==> src/rtl/sdc_dat_bus_sched.sv <==
// sdc_dat_bus_sched
//   Schedules the shared bidirectional SD DAT bus between a block-write
//   requester and a block-read requester. Owns the pad output enable and
//   inserts released turnaround cycles around every driven burst.
//   Writes: start bit, BLK_NIBBLES data nibbles, end bit.
//   Reads:  wait for start bit, capture BLK_NIBBLES nibbles, check end bit.
//
// Optional feature: define SDC_DAT_TIMEOUT_EN to bound the read start-bit
//   wait to RD_TIMEOUT cycles (timeout pulse). Undefined: wait forever,
//   timeout tied low.
//
// Ports
//   clk          rising-edge clock
//   reset        synchronous, active-high reset
//   wr_req       level, request one write block
//   rd_req       level, request one read block
//   wr_data      FWFT write nibble from the source
//   wr_data_rd   pop strobe (combinational); source advances after the edge
//   rd_data      captured read nibble
//   rd_data_vld  one-cycle strobe qualifying rd_data
//   dat_in       DAT bus as seen at the pad
//   dat_out      registered bus drive value
//   dat_oe       registered pad drive enable (1 = drive)
//   busy         high whenever not idle
//   done         one-cycle pulse at the end of a transfer
//   end_err      pulses with done when the read end bit is not all ones
//   timeout      one-cycle pulse when the read start bit never arrives
module sdc_dat_bus_sched #(
    parameter int unsigned DAT_W       = 4,
    parameter int unsigned BLK_NIBBLES = 1024,
    parameter int unsigned TURN_CYC    = 2,
    parameter int unsigned RD_TIMEOUT  = 1023
) (
    input  logic             clk,
    input  logic             reset,
    input  logic             wr_req,
    input  logic             rd_req,
    input  logic [DAT_W-1:0] wr_data,
    output logic             wr_data_rd,
    output logic [DAT_W-1:0] rd_data,
    output logic             rd_data_vld,
    input  logic [DAT_W-1:0] dat_in,
    output logic [DAT_W-1:0] dat_out,
    output logic             dat_oe,
    output logic             busy,
    output logic             done,
    output logic             end_err,
    output logic             timeout
);

    localparam int unsigned MAX_AB  = (BLK_NIBBLES > RD_TIMEOUT + 1) ? BLK_NIBBLES : RD_TIMEOUT + 1;
    localparam int unsigned CNT_MAX = (MAX_AB > TURN_CYC) ? MAX_AB : TURN_CYC;
    localparam int unsigned CNT_W   = (CNT_MAX > 1) ? $clog2(CNT_MAX) : 1;

    localparam logic [CNT_W-1:0] TURN_LAST = CNT_W'(TURN_CYC - 1);
    localparam logic [CNT_W-1:0] BLK_LAST  = CNT_W'(BLK_NIBBLES - 1);
`ifdef SDC_DAT_TIMEOUT_EN
    localparam logic [CNT_W-1:0] TO_LAST   = CNT_W'(RD_TIMEOUT - 1);
`endif

    typedef enum logic [3:0] {
        IDLE, W_TURN, W_START, W_DATA, W_END, W_REL, R_WAIT, R_DATA, R_END
    } state_t;

    typedef enum logic {
        GRANT_READ, GRANT_WRITE
    } grant_t;

    state_t            state_q, state_d;
    grant_t            last_grant_q, last_grant_d;
    logic [CNT_W-1:0]  cnt_q, cnt_d;
    logic              cnt_en;
    logic              timeout_hit;

    logic              dat_oe_q, dat_oe_d;
    logic [DAT_W-1:0]  dat_out_q, dat_out_d;
    logic [DAT_W-1:0]  rd_data_q, rd_data_d;
    logic              rd_data_vld_q, rd_data_vld_d;
    logic              done_q, done_d;
    logic              end_err_q, end_err_d;
    logic              timeout_q, timeout_d;

    // ------------------------------------------------------------------
    // State register
    // ------------------------------------------------------------------
    always_ff @(posedge clk) begin
        if (reset) begin
            state_q      <= IDLE;
            last_grant_q <= GRANT_READ;
            cnt_q        <= '0;
        end else begin
            state_q      <= state_d;
            last_grant_q <= last_grant_d;
            cnt_q        <= cnt_d;
        end
    end

    // ------------------------------------------------------------------
    // Next-state logic
    // ------------------------------------------------------------------
    always_comb begin
        state_d      = state_q;
        last_grant_d = last_grant_q;
        timeout_hit  = 1'b0;
        cnt_en       = 1'b1;

        unique case (state_q)
            IDLE: begin
                cnt_en = 1'b0;
                // Both requesting: alternate against the previous grant.
                if (wr_req && (!rd_req || last_grant_q == GRANT_READ)) begin
                    state_d      = W_TURN;
                    last_grant_d = GRANT_WRITE;
                end else if (rd_req) begin
                    state_d      = R_WAIT;
                    last_grant_d = GRANT_READ;
                end
            end
            W_TURN:  if (cnt_q == TURN_LAST) state_d = W_START;
            W_START: state_d = W_DATA;
            W_DATA:  if (cnt_q == BLK_LAST) state_d = W_END;
            W_END:   state_d = W_REL;
            W_REL:   if (cnt_q == TURN_LAST) state_d = IDLE;
            R_WAIT: begin
                if (!dat_in[0]) begin
                    state_d = R_DATA;
                end
`ifdef SDC_DAT_TIMEOUT_EN
                else if (cnt_q == TO_LAST) begin
                    state_d     = IDLE;
                    timeout_hit = 1'b1;
                end
`else
                // Unbounded wait: freeze the counter so it cannot wrap.
                cnt_en = 1'b0;
`endif
            end
            R_DATA:  if (cnt_q == BLK_LAST) state_d = R_END;
            R_END:   state_d = IDLE;
            default: state_d = IDLE;
        endcase

        // Counter restarts on every state entry.
        if (state_d != state_q) begin
            cnt_d = '0;
        end else if (cnt_en) begin
            cnt_d = cnt_q + 1'b1;
        end else begin
            cnt_d = cnt_q;
        end
    end

    // ------------------------------------------------------------------
    // Output logic
    // ------------------------------------------------------------------
    always_comb begin
        busy          = (state_q != IDLE);
        wr_data_rd    = (state_q == W_START) || (state_q == W_DATA && cnt_q != BLK_LAST);

        // Pad drive is registered from the next state so it lines up with
        // the state it belongs to.
        dat_oe_d      = (state_d == W_START) || (state_d == W_DATA) || (state_d == W_END);
        dat_out_d     = '1;
        if (state_d == W_START) begin
            dat_out_d = '0;
        end else if (state_d == W_DATA) begin
            dat_out_d = wr_data;
        end

        rd_data_d     = rd_data_q;
        rd_data_vld_d = 1'b0;
        if (state_q == R_DATA) begin
            rd_data_d     = dat_in;
            rd_data_vld_d = 1'b1;
        end

        done_d    = (state_q == W_REL && state_d == IDLE) || (state_q == R_END) || timeout_hit;
        end_err_d = (state_q == R_END) && (dat_in != '1);
        timeout_d = timeout_hit;
    end

    always_ff @(posedge clk) begin
        if (reset) begin
            dat_oe_q      <= 1'b0;
            dat_out_q     <= '1;
            rd_data_q     <= '0;
            rd_data_vld_q <= 1'b0;
            done_q        <= 1'b0;
            end_err_q     <= 1'b0;
            timeout_q     <= 1'b0;
        end else begin
            dat_oe_q      <= dat_oe_d;
            dat_out_q     <= dat_out_d;
            rd_data_q     <= rd_data_d;
            rd_data_vld_q <= rd_data_vld_d;
            done_q        <= done_d;
            end_err_q     <= end_err_d;
            timeout_q     <= timeout_d;
        end
    end

    assign dat_oe      = dat_oe_q;
    assign dat_out     = dat_out_q;
    assign rd_data     = rd_data_q;
    assign rd_data_vld = rd_data_vld_q;
    assign done        = done_q;
    assign end_err     = end_err_q;
    assign timeout     = timeout_q;

endmodule

==> config.mk <==
export PLATFORM = sky130hd
export DESIGN_NAME = sdc_dat_bus_sched
export DESIGN_NICKNAME = d
export VERILOG_FILES = /design/src/rtl/sdc_dat_bus_sched.sv
export SDC_FILE = /design/constraint.sdc
export NUM_CORES = 1
export LEC_CHECK = 0
export BUFFER_PORTS_ARGS = -buffer_cell sky130_fd_sc_hd__buf_2
export CELL_PAD_IN_SITES_DETAIL_PLACEMENT = 2
export CELL_PAD_IN_SITES_GLOBAL_PLACEMENT = 2
export CORE_UTILIZATION = 30
export DETAILED_ROUTE_END_ITERATION = 12
export GPL_TIMING_DRIVEN = 0
export PLACE_DENSITY_LB_ADDON = 0.1
export SYNTH_ARGS = -nofsm -noshare
export SYNTH_HDL_FRONTEND = slang
export SYNTH_SLANG_ARGS = --single-unit
export TNS_END_PERCENT = 50
==> constraint.sdc <==
create_clock -name clk -period 2.3 [get_ports clk]
set_input_delay 0.46 -clock clk [delete_from_list [all_inputs] [get_ports clk]]
set_output_delay 0.46 -clock clk [all_outputs]
set_load 0.02 [all_outputs]
==> summary.txt <==
Drt
  • Final routed wire length divided by cell count: 15.8 µm
  • Drc violations: 0
  • Routed via count divided by cell count: 5.28
  • Number of vias in the routed layout: 1278
  • Post-detailed-route count of antenna-violating nets: 0
  • Routed Wire Length: 3820 µm
  • 1st-pass router iterations: 2
  • DR iter-0 viols: 18

STA
  • Max-Slew Margin vs Limit: 0.617
  • Maximum clock skew at final layout: 2.49 ps
  • Worst slack on hold paths: 373 ps
  • Minimum clock period after layout: 2170 ps
  • Final setup vio count: 0
  • Slew at the pin closest to its max-slew limit: 570 ps
  • Number of max-slew violations in the final report: 0
  • Setup repair after global routing missed its margin: false
  • Upper clock frequency limit: 460 MHz
  • Setup TNS: 0 ps
  • Final hold vios: 0
  • Fraction of the cycle the final worst path needs: 0.945

Run status
  • Outcome: finished, final reports clean

Floorplan
  • Vert. Die Dim: 69.4 µm
  • Number of ports placed on the die boundary: 27
  • Area of the die: 0.00482 mm²
  • Effective utilization at floorplan: 0.313
  • Number of standard-cell rows in the floorplan: 24
  • Horiz. Die Dim: 69.4 µm
  • Core Footprint: 0.00435 mm²

Critical path
  • Biggest cell delay along the critical path: 380 ps
  • Register-to-Register Setup Slack: 130 ps
  • Critical path fanouts, max: 5
  • Worst EP arrival: 1710 ps
  • CP endpoint kind: output pin
  • Required time at the endpoint of the critical path: 1840 ps
  • Crit path launch: cnt_q[0]$_SDFFE_PP0N_
  • Critical-path cell with the highest stage delay: sky130_fd_sc_hd__a2111oi_1
  • CP Class: flip-flop to output pin
  • Critical Path Start Type: flip-flop
  • Ordered cell list for the critical path: ha_2, nand2_2, nor3_4, a2111oi_1, buf_2
  • Worst reg2reg startpoint: cnt_q[0]$_SDFFE_PP0N_

Global routing
  • Global router's overall resource usage: 0.171
  • Number of antenna violations at the first check in global routing: 0
  • Largest net degree at the start of global routing: 15
  • Global-route wire length before repair: 6510 µm
  • Overall overflow remaining after global route: 0
  • Via count of the first global-routing pass: 1362

CTS
  • CTS Hold Bufs: 0
  • Clock transition time at the flip-flop clock pins of the worst setup and hold paths: 90 ps
  • Clk_lat worst skew: 280 ps
  • Number of H-tree levels: 1
  • Cell at the root of the clock tree: sky130_fd_sc_hd__clkbuf_8
  • Clock tree from TritonCTS: yes
  • CTS Buf Count: 3
  • Maximum clock path buffer count: 2
  • Total clock sinks: 27

Logic synthesis
  • Sequential cell area fraction in the yosys report: 0.396
  • YS warnings: 0
  • Share of flip-flops with an asynchronous set or reset after synthesis: 0
  • Top FF cell, synth: sky130_fd_sc_hd__dfxtp_1
  • Cell variety after synth: 46
  • Post-synth EDFFs: 0
  • Synthesized netlist net count: 171
  • Area of the mapped netlist: 0.00136 mm²
  • Average size of a mapped cell: 8.69 µm²
  • Flop and latch count out of synthesis: 27
  • Number of instances in the synthesized netlist: 157

Final layout
  • Layout cells sized above 1: 0.268
  • Fin cells: 242
  • Most common cell after layout, fill and taps aside: sky130_fd_sc_hd__buf_2
  • Antenna diode count: 0
  • Growth of design area from synthesis to finish: 21.5%
  • Highest-count cells in the layout ignoring fill and taps: sky130_fd_sc_hd__buf_2 (29), sky130_fd_sc_hd__dfxtp_1 (27), sky130_fd_sc_hd__nand2_1 (19)
  • NumNets Final: 205

Power
  • Largest voltage drop on the vdd net: 0.000392 V
  • Post-layout total power: 1700 µW
  • Power density over the cells: 1020 mW/mm²
  • Static power due to leakage: 0.000687 µW

Placement
  • Placed Cells incl. Taps: 234
  • Number of port buffers: 25
  • Final estimated routing congestion in global placement: 0.745
  • Detailed placement HPWL: 2970 µm

Flow run
  • Max-cap violations: 0

Min path
  • Critical hold path startpoint: wr_data[1]
  • Tightest Hold Check Type: primary input to flip-flop
synth_stat cells, drive strengths merged (4+ instances only):
cell type  count  area (µm²)
nor4           4        31.3
dfxtp         27         541
a21o           5        37.5
nand3          7        35.0
nand2         20        75.1
buf            5        27.5
inv            8        30.0
a21oi          6        30.0
nand4          4        37.5
xor2           7        61.3
and2           5        31.3
nor2          16        60.1
report_power, final:
part	total [µW]	switching, µW	internal, µW
registers	598	52.3	545
logic	817	520	297
clock network	280	156	125
total	1700	728	967
critical path: cells and delay by family, from the launching register on:
kind | cells | cell delay, ps
buf+inv | 1 | 230
compound gates | 1 | 380
fa+ha+maj | 1 | 240
simple gates | 2 | 220
flops | 1 | 360
area by class of cell:
cell class	count	area, µm²
Timing Repair Buffer	29	155
Multi-Input combinational cell	116	790
Buffer	6	31.3
Sequential cell	27	541
Inverter	8	30.0
Fill cell	520	2700
Tap cell	52	65.1
Clock buffer	4	45.0
path summary, 6_finish.rpt:
path / cells after the start / end
min: 2 / dat_out[1]$_SDFF_PP1_
max: 5 / wr_data_rd
min reg2reg: 2 / rd_data[1]$_SDFFE_PP0N_
max reg2reg: 6 / dat_out[0]$_SDFF_PP1_
sequential cells by signal, summed over array words and instances, names as in the netlist:
name          cells
last_grant_q      1
rd_data_vld       1
state_q           4
end_err           1
done              1
rd_data           4
cnt_q            10
dat_out           4
dat_oe            1
layer usage:
| metal | up-vias | wire length (µm) | track usage |
|---|---|---|---|
| met4 | 0 | 48 | 0.0544 |
| li1 | 621 | - | - |
| met3 | 5 | 101 | 0.0262 |
| met2 | 22 | 1880 | 0.300 |
| met1 | 630 | 1790 | 0.214 |
| met5 | - | 0 | 0 |
logic make-up (layout without fill, tap and decap cells):
family | Yosys count | after routing | share of synthesized area
compound gates | 28 | 28 | 0.165
xor+xnor | 10 | 10 | 0.0642
fa+ha+maj | 2 | 2 | 0.0183
buf+inv | 14 | 47 | 0.0450
flops | 27 | 27 | 0.396
other cells | 1 | 1 | 0.00275
simple gates | 75 | 75 | 0.308
per-stage QoR:
step | cell area, µm² | setup slack [ps] | utilization
global route | 1660 | 7.85 | 0.380
CTS | 1620 | 36.9 | 0.372
finish | 1660 | 126 | 0.380
floorplan | 1370 | 140 | -
global placement | 1560 | -1.85 | 0.357
detailed placement | 1560 | -103 | 0.357
repair_timing:
action | 4_1_cts | 5_1_grt
pin swaps | 1 | 3
endpoints found under the hold margin | 0 | 0
gates resized for setup | 4 | 2
setup endpoints to repair | 15 | 8
setup buffers | 0 | 4
Power figures use the tool's default switching activity.
